**src/rtl/bit_stream_serializer.sv**
```systemverilog
// Parallel-to-serial shifter with programmable bit period and valid/ready intake.
// Emits MSB first, one bit_en strobe per bit, and chains back-to-back words with no gap.
module bit_stream_serializer #(
  parameter int WIDTH = 8,
  parameter int DIV_W = 8
) (
  input  logic             clk,
  input  logic             rst_n,
  input  logic [WIDTH-1:0] data_in,
  input  logic             data_valid,
  output logic             data_ready,
  input  logic [DIV_W-1:0] div,
  output logic             sig_out,
  output logic             bit_en,
  output logic             busy,
  output logic             done
);

  localparam int IDX_W = (WIDTH > 2) ? $clog2(WIDTH) : 1;
  localparam logic [IDX_W-1:0] LAST_IDX = IDX_W'(WIDTH - 1);

  typedef enum logic {
    IDLE  = 1'b0,
    SHIFT = 1'b1
  } state_t;

  state_t           state_q, state_d;
  logic [WIDTH-1:0] shift_q, shift_d;
  logic [DIV_W-1:0] cnt_q, cnt_d;
  logic [IDX_W-1:0] bit_idx_q, bit_idx_d;
  logic [DIV_W-1:0] div_q, div_d;
  logic             done_q, done_d;

  logic             last;
  logic             accept;

  // Outputs depend on registers only, so downstream logic sees no input-to-output path
  // except data_ready -> data_valid handshake timing on the source side.
  always_comb begin
    busy       = (state_q == SHIFT);
    bit_en     = (state_q == SHIFT) && (cnt_q == div_q);
    last       = bit_en && (bit_idx_q == LAST_IDX);
    data_ready = (state_q == IDLE) || last;
    accept     = data_valid && data_ready;
    sig_out    = (state_q == SHIFT) ? shift_q[WIDTH-1] : 1'b0;
    done       = done_q;
  end

  always_comb begin
    state_d   = state_q;
    shift_d   = shift_q;
    cnt_d     = cnt_q;
    bit_idx_d = bit_idx_q;
    div_d     = div_q;
    done_d    = 1'b0;

    case (state_q)
      IDLE: begin
        if (accept) begin
          state_d   = SHIFT;
          shift_d   = data_in;
          div_d     = div;
          cnt_d     = '0;
          bit_idx_d = '0;
        end
      end

      SHIFT: begin
        if (last) begin
          // Reload on the final bit edge so the next word's MSB follows without a gap.
          if (accept) begin
            shift_d   = data_in;
            div_d     = div;
            cnt_d     = '0;
            bit_idx_d = '0;
          end else begin
            state_d   = IDLE;
            cnt_d     = '0;
            bit_idx_d = '0;
            done_d    = 1'b1;
          end
        end else if (bit_en) begin
          cnt_d     = '0;
          shift_d   = {shift_q[WIDTH-2:0], 1'b0};
          bit_idx_d = bit_idx_q + IDX_W'(1);
        end else begin
          cnt_d = cnt_q + DIV_W'(1);
        end
      end

      default: state_d = IDLE;
    endcase
  end

  always_ff @(posedge clk or negedge rst_n) begin
    if (!rst_n) begin
      state_q   <= IDLE;
      shift_q   <= '0;
      cnt_q     <= '0;
      bit_idx_q <= '0;
      div_q     <= '0;
      done_q    <= 1'b0;
    end else begin
      state_q   <= state_d;
      shift_q   <= shift_d;
      cnt_q     <= cnt_d;
      bit_idx_q <= bit_idx_d;
      div_q     <= div_d;
      done_q    <= done_d;
    end
  end

endmodule

```
**config.mk**
```make
export PLATFORM = sky130hd
export DESIGN_NAME = bit_stream_serializer
export DESIGN_NICKNAME = d
export VERILOG_FILES = /design/src/rtl/bit_stream_serializer.sv
export SDC_FILE = /design/constraint.sdc
export NUM_CORES = 1
export LEC_CHECK = 0
export ABC_AREA = 1
export CAP_MARGIN = 0
export CORE_MARGIN = 4
export CORE_UTILIZATION = 55
export CTS_CLUSTER_DIAMETER = 200
export DETAILED_ROUTE_END_ITERATION = 12
export GPL_TIMING_DRIVEN = 0
export HOLD_SLACK_MARGIN = 0.1
export MAX_ROUTING_LAYER = met4
export PLACE_DENSITY = 0.82
export SLEW_MARGIN = 10
export SYNTH_ARGS = -nofsm -noshare
export SYNTH_HDL_FRONTEND = slang
export SYNTH_SLANG_ARGS = --single-unit
export TNS_END_PERCENT = 10
```
**constraint.sdc**
```tcl
create_clock -name clk -period 3.4 [get_ports clk]
set_input_delay 0.51 -clock clk [delete_from_list [all_inputs] [get_ports clk]]
set_output_delay 0.51 -clock clk [all_outputs]
set_load 0.05 [all_outputs]
```
==> results.md, run 1 <==
* Postcts setup bufs at 0
* RSZ-0062 raised after global routing: no
* HPWL after detailed placement at between 2000 and 2500 um
* Core ar. at about 2500 um2
* CP cell instances: inv_2 -> nand2_1 -> nand2_1 -> nor2_1 -> nand2_1 -> nor2_4 -> a21oi_4 -> inv_2 -> clkdlybuf4s50_1
* Vias in the first global route at between 1000 and 1500
* Total placed cells including tap cells at between 200 and 300
* Main area contributors after synthesis: dfrtp_1 (48%), nand2_1 (17%), inv_1 (7.2%)
* Yosys top cell by area: dfrtp_1
* Syn nets at 219
* CTS sink cnt at 29
* Cell Area, Synth at 1519 um2
* Final core utilization at around 72%
* Crit share post-route at 84.48%
* First-pass GRT wire length at approximately 5200 um
* Max Cap Violations at 0
* Highest clock rate at 348.2 MHz
* Initial antenna violation count at 0
* P_sw at 0.3894 mW
* Outcome: finished, final reports clean
* CTS buffer count at 5
* Async SR Flop Fraction at 100.0%
* Startpoint Class: register
* ANT cells at 0
* Register area share after synthesis at 47.78%
* DRC at 0
* Clock Skews at 13.71 ps
* # resized after CTS at 0
* Power Total at 1.038 mW
* Sequential power share at 48.6%
* First-pass DRT Iterations at 6
* Synth-to-layout area growth at 20.92%
* Leak at about 1 nW
* GR Overflow Total at 0
* Internal at 0.6485 mW
* CTS root buffer: clkbuf_4
* Worst Path Required at ~2900 ps
* DR iter-0 viols at 70
* Avg Cell Area, Syn at ~7.7 um2
* Finish-stage setup viols at 0
* Critical Path Slowest Stage Cell: clkdlybuf4s50_1
* Cell count after synthesis at just under 200
* Worst-path maximum fanout at 6
* Via count at around 1300
* Final hold vios at 0
* Die X at 60.55 um
* Switching Fraction at between 30% and 40%
* Rows at 18
* Final Non-Filler Cells at approximately 260
* Worst min path class: in2async
* Die area at 3666 um2
* GPL Wtd Cong at roughly 0.83
* Clock power share at about 20%
* Post-DRT Antenna Nets at 0
* Vias/cell at 5.070
* Port Buffer Count at 23
* Top FF cell, synth: dfrtp_1
* Combinational group share of total power at between 30% and 40%
* CTS tree: built
* Crit path largest cell delay at a little over 800 ps
* Gr usage total at slightly below 20%
* # nets final at about 250
* Ys Warns at 0
* CP dominant cell by count: nand2_1
* Max clock buf depth at 2
* CTS H-Tree Depth at 2
* Worst vdd ir at between 0.3 and 0.4 mV
* Clk_lat worst skew at between 300 and 400 ps
* IO Pins at 24
* Initial Util at between 50% and 60%
* Power Density at 565.0 nW/um2
* Relative slew slack at between 50% and 60%
* Synth top area share at a little under half
* Cell with the most instances after synthesis: nand2_1
* Synth top cells by count: nand2_1 (67), dfrtp_1 (29), inv_1 (29), nor2_1 (23), o21ai_0 (11)
* Fin. max-slew vios at 0
* Cts hold-fix bufs at 0
* Arrival @ worst endpoint at between 2000 and 2500 ps
* Reg clk slew, reported paths at 100 ps
* Critical path type: reg2out
* Post-synth EDFFs at 0
* Final WL at slightly above 3000 um
* Synth Register Bits at 29
* Slew at the pin closest to its max-slew limit at around 630 ps
* Crit path time final at 2872 ps
* Crit end category: primary output
* Layout cells sized above 1 at 9.649%
* Distinct cells, synth at 21
* Die Y-Extent at slightly above 60 um
* Largest net degree at the start of global routing at 30
* Routed length per instance at between 10 and 15 um
* TNS Setup at 0 ps
## area by class of cell
class / count / area [um2]
inverters: 34 / 127.6
clock inverters: 3 / 17.52
flip-flops and latches: 29 / 725.7
plain buffers: 1 / 11.26
well taps: 30 / 37.54
clock buffers: 5 / 37.54
multi-input cells: 133 / 654.4
fillers: 192 / 708.2
repair buffers: 23 / 225.2
## kinds of logic after synthesis
logic type / count (synthesis) / share of synthesized area, %
simple gates: 107 / 30.97
buf+inv: 35 / 9.143
fa+ha+maj: 3 / 2.471
compound gates: 19 / 7.331
flops: 29 / 47.78
xor+xnor: 4 / 2.307
## per-layer routing
metal,vias up,wire length [um],global-route usage [%]
li1,663,-,-
met1,604,1321,23.71
met2,35,1526,31.64
met3,6,180,6.170
met4,0,41,7.430
met5,-,0,-
## critical path, delay by kind of cell (launching register included)
family                 cells  cell delay [ps]
flip-flops                 1              450
buffers and inverters      3              960
AO/OA/AOI/OAI              1              120
AND/OR/NAND/NOR            5              490
## layout by cell type, fill, tap and decap left out, types with 2 or more instances in the layout
cell and n:
clkinv_2 2, xor2_1 3, clkbuf_4 5, nand3_1 6, inv_1 29, nand4_1 2, inv_2 5, nor2_8 2
dfrtp_1 29, o22ai_1 4, nor2_1 23, o21ai_1 2, o21ai_0 11, ha_1 3, nor2_2 2, clkdlybuf4s50_1 22
nor3_1 3, nand2_1 67
## power by group through the flow
stage / Combinational, mW / Clock, mW / Sequential, mW
final: 0.329 / 0.205 / 0.504
after CTS: 0.331 / 0.209 / 0.504
after global placement: 0.309 / 0 / 0.506
after floorplan: 0.245 / 0 / 0.496
after global routing: 0.385 / 0.223 / 0.517
after detailed placement: 0.328 / 0 / 0.511
## worst paths after layout
path	start	to	slack [ps]	cells after the start
worst max-delay path	cnt_q[4]$_DFFE_PN0P_	data_ready	530	9
worst min-delay path	rst_n	cnt_q[6]$_DFFE_PN0P_	170	1
worst max register to register	cnt_q[4]$_DFFE_PN0P_	shift_q[1]$_DFFE_PN0P_	1670	11
worst min register to register	cnt_q[7]$_DFFE_PN0P_	cnt_q[7]$_DFFE_PN0P_	490	1
max in group asynchronous	rst_n	div_q[0]$_DFFE_PN0P_	2800	1
min in group clk	cnt_q[7]$_DFFE_PN0P_	cnt_q[7]$_DFFE_PN0P_	490	1
## sequential cells by signal (all words and copies together) (netlist names)
| name | count |
|---|---|
| busy | 1 |
| div_q | 8 |
| shift_q | 8 |
| cnt_q | 8 |
| bit_idx_q | 3 |
| done | 1 |
## through the flow
stage | hold WS [ps] | worst slack, ps | instance area (um2)
final | 173.0 | 527.7 | 1837
after floorplan | 214.4 | 1590 | 1519
after detailed placement | 476.7 | 893.8 | 1782
after global routing | 220.2 | 395.2 | 1837
after CTS | 200.5 | 526.0 | 1837
after global placement | 469.4 | 913.7 | 1787
No activity file was read; power rests on OpenSTA's default activity.
==> inputs of run 2 (changes only) <==
Settings changed: CORE_UTILIZATION 55 to 47, PLACE_DENSITY 0.82 to 0.74.
Clock period 3.4 ns to 2.4 ns, I/O delays scaled along.
==> run 2 against run 1 <==
Global-route usage fell by 2.4 points. Sequential cell count unchanged. Worst setup slack got worse by 280 ps. Final area grew 0.75%. First-iteration DRC count rose by 21%. Sequential power up 42%. Clock power up 37%. Register-to-register slack worse by 970 ps. Sequential share of layout area down 0.29 points. Highest routed layer unchanged.
==> results.md, run 2 (same netlist as run 1, synthesis figures left out) <==
* Outcome: finished, final reports clean (unchanged)
* Post-DRT Antenna Nets at 0 (unchanged)
* CTS buffer count at 5 (unchanged)
* Fin. max-slew vios at 0 (unchanged)
* Startpoint Class: register (unchanged)
* Postcts setup bufs at 0 (unchanged)
* CTS tree: built (unchanged)
* Buf/Inv on CP at 3 (unchanged)
* Regs by FF count: cnt_q (8), div_q (8), shift_q (8) (unchanged)
* Core ar. at 3078 um2 (was 2545 um2)
* First-pass DRT Iterations at 4 (was 6)
* Crit end category: primary output (unchanged)
* Worst vdd ir at 0.4254 mV (was 0.3698 mV)
* Critical Path Slowest Stage Cell: dfrtp_1 (was clkdlybuf4s50_1)
* Commonest non-fill, non-tap cell in the layout: nand2_1 (unchanged)
* CP Launch Point: cnt_q[3]$_DFFE_PN0P_ (was cnt_q[4]$_DFFE_PN0P_)
* GR Overflow Total at 0 (unchanged)
* Die Y-Extent at 64.85 um (was 60.55 um)
* Crit path largest cell delay at 440 ps (was 810 ps)
* Reg2reg end: cnt_q[7]$_DFFE_PN0P_ (was shift_q[1]$_DFFE_PN0P_)
* Final hold vios at 0 (unchanged)
* GPL Wtd Cong at 0.8156 (was 0.8348)
* Relative slew slack at 58.32% (was 58.10%)
* Most frequent cells in the layout: nand2_1 (67), inv_1 (29), dfrtp_1 (29), nor2_1 (23), clkdlybuf4s50_1 (20) (was nand2_1 (67), inv_1 (29), dfrtp_1 (29), nor2_1 (23), clkdlybuf4s50_1 (22))
* Routed length per instance at 10.56 um (was 11.90 um)
* Worst-path maximum fanout at 6 (unchanged)
* IO Pins at 24 (unchanged)
* CP cell instances: inv_2 -> nand2_1 -> nand2_1 -> nor2_1 -> nand2_1 -> nor2_4 -> a21oi_4 -> inv_2 -> buf_2 (was inv_2 -> nand2_1 -> nand2_1 -> nor2_1 -> nand2_1 -> nor2_4 -> a21oi_4 -> inv_2 -> clkdlybuf4s50_1)
* Reg clk slew, reported paths at 90 ps (was 100 ps)
* Delay-heaviest family, CP: simple AND/OR/NAND/NOR gates (was buffers and inverters)
* Min-Delay Path Depth at 1
* Vias/cell at 4.579 (was 5.070)
* Slew at the pin closest to its max-slew limit at 625.2 ps (was 628.5 ps)
* HPWL after detailed placement at 2171 um (was 2272 um)
* Worst min path class: reg2reg (was in2async)
* Power Total at 1.451 mW (was 1.038 mW)
* CP dominant cell by count: nand2_1 (unchanged)
* R2R Setup Slk at 700 ps (was 1670 ps)
* Clk_lat worst skew at 330 ps (was 340 ps)
* Gr usage total at 17.44% (was 19.87%)
* Finish-stage setup viols at 0 (unchanged)
* Clock Skews at 3.821 ps (was 13.71 ps)
* CTS root buffer: clkbuf_4 (unchanged)
* Max clock buf depth at 2 (unchanged)
* ANT cells at 0 (unchanged)
* CTS H-Tree Depth at 2 (unchanged)
* Worst R2R Start: cnt_q[5]$_DFFE_PN0P_ (was cnt_q[4]$_DFFE_PN0P_)
* Final WL at 2883 um (was 3069 um)
* Filler cells at 296 (was 192)
* Leak at 0.9928 nW (was 0.9841 nW)
* Hold Crit Endpoint: cnt_q[7]$_DFFE_PN0P_
* Die X at 64.85 um (was 60.55 um)
* Vias in the first global route at 1270 (was 1248)
* Power Density at 783.9 nW/um2 (was 565.0 nW/um2)
* First-pass GRT wire length at 5402 um (was 5230 um)
* Max Cap Violations at 0 (unchanged)
* TNS Setup at 0 ps (unchanged)
* DR iter-0 viols at 85 (was 70)
* RSZ-0062 raised after global routing: no (unchanged)
* Worst-case reg-to-reg path depth at 11 (unchanged)
* Initial antenna violation count at 0 (unchanged)
* Port Buffer Count at 23 (unchanged)
* Arrival @ worst endpoint at 1800 ps (was 2360 ps)
* Die area at 4206 um2 (was 3666 um2)
* Highest clock rate at 463.8 MHz
* Crit share post-route at approximately 90%
* # nets final at 250 (was 249)
* DRC at 0 (unchanged)
* Initial Util at 49.35% (was 59.69%)
* Crit path time final at roughly 2200 ps
* Layout cells sized above 1 at 10.04% (was 9.649%)
* Synth-to-layout area growth at 21.83% (was 20.92%)
* Min-delay src: cnt_q[7]$_DFFE_PN0P_
* Rows at 20 (was 18)
* Via count at 1250 (was 1308)
* CTS sink cnt at 29 (unchanged)
* Critical path type: reg2out (unchanged)
* Largest net degree at the start of global routing at 30 (unchanged)
* Worst Path Required at 2040 ps (was 2890 ps)
==> run 2: layout make-up <==
cell class / instances / area (um2) / share of cell area (%)
multi-input combinational: 133 / 654.4 / 35.36
clock inverter: 2 / 10.01 / 0.5409
clock buffer: 6 / 41.29 / 2.231
tap: 44 / 55.05 / 2.975
inverter: 34 / 127.6 / 6.897
sequential: 29 / 725.7 / 39.22
timing repair buffer: 24 / 225.2 / 12.17
buffer: 1 / 11.26 / 0.6085
==> run 2: what timing repair did <==
| action | 4_1_cts | 5_1_grt |
|---|---|---|
| setup endpoints to repair | 2 | 2 |
| hold buffers | 1 | 0 |
| pin swaps | 0 | 0 |
| hold endpoints to repair | 29 | 0 |
| resized for setup | 5 | 3 |
==> run 2: report_power, final <==
group          switching (mW)  total [mW]  internal, mW  leakage (nW)
clock network           0.168       0.280         0.111        0.0320
registers              0.0943       0.714         0.620         0.353
logic                   0.268       0.457         0.188         0.608
==> run 2: worst reg2reg max path: cells and delay by family, from the launching register on <==
family / cells / cell delay [ps]
and+or+nand+nor: 7 / 780
DFF: 1 / 410
buffers and inverters: 2 / 240
AOI/OAI and AO/OA: 2 / 200
==> run 2: per-layer routing <==
metal | wire length [um] | global-route usage (%) | part of all wire (%) | vias up
li1 | - | - | - | 665
met1 | 1363 | 21.33 | 47 | 559
met2 | 1324 | 26.56 | 46 | 21
met3 | 124 | 5.719 | 4.3 | 5
met4 | 70 | 7.124 | 2.4 | 0
met5 | 0 | - | 0 | -
==> run 2: worst max path at each step <==
stage / end / slack (ps) / cells after the start
global placement: data_ready / 70 / 9
global route: data_ready / 70 / 9
CTS: bit_en / 20 / 9
finish: data_ready / 240 / 9
detailed placement: data_ready / 50 / 9
floorplan: shift_q[1]$_DFFE_PN0P_ / 700 / 6
==> run 2: per-stage QoR <==
| stage | worst slack, ps | area (um2) | utilization (%) | cells | hold slack (ps) |
|---|---|---|---|---|---|
| 2_1_floorplan | 695.4 | 1519 | - | 197 | 64.41 |
| 3_3_place_gp | 72.52 | 1804 | 58.62 | 264 | 471.6 |
| 3_5_place_dp | 45.60 | 1799 | 58.46 | 264 | 418.5 |
| 4_1_cts | 24.77 | 1862 | 60.49 | 273 | 494.8 |
| 5_1_grt | 67.84 | 1851 | 60.12 | 273 | 518.8 |
| 6_report | 244.0 | 1851 | 60.12 | 273 | 493.2 |
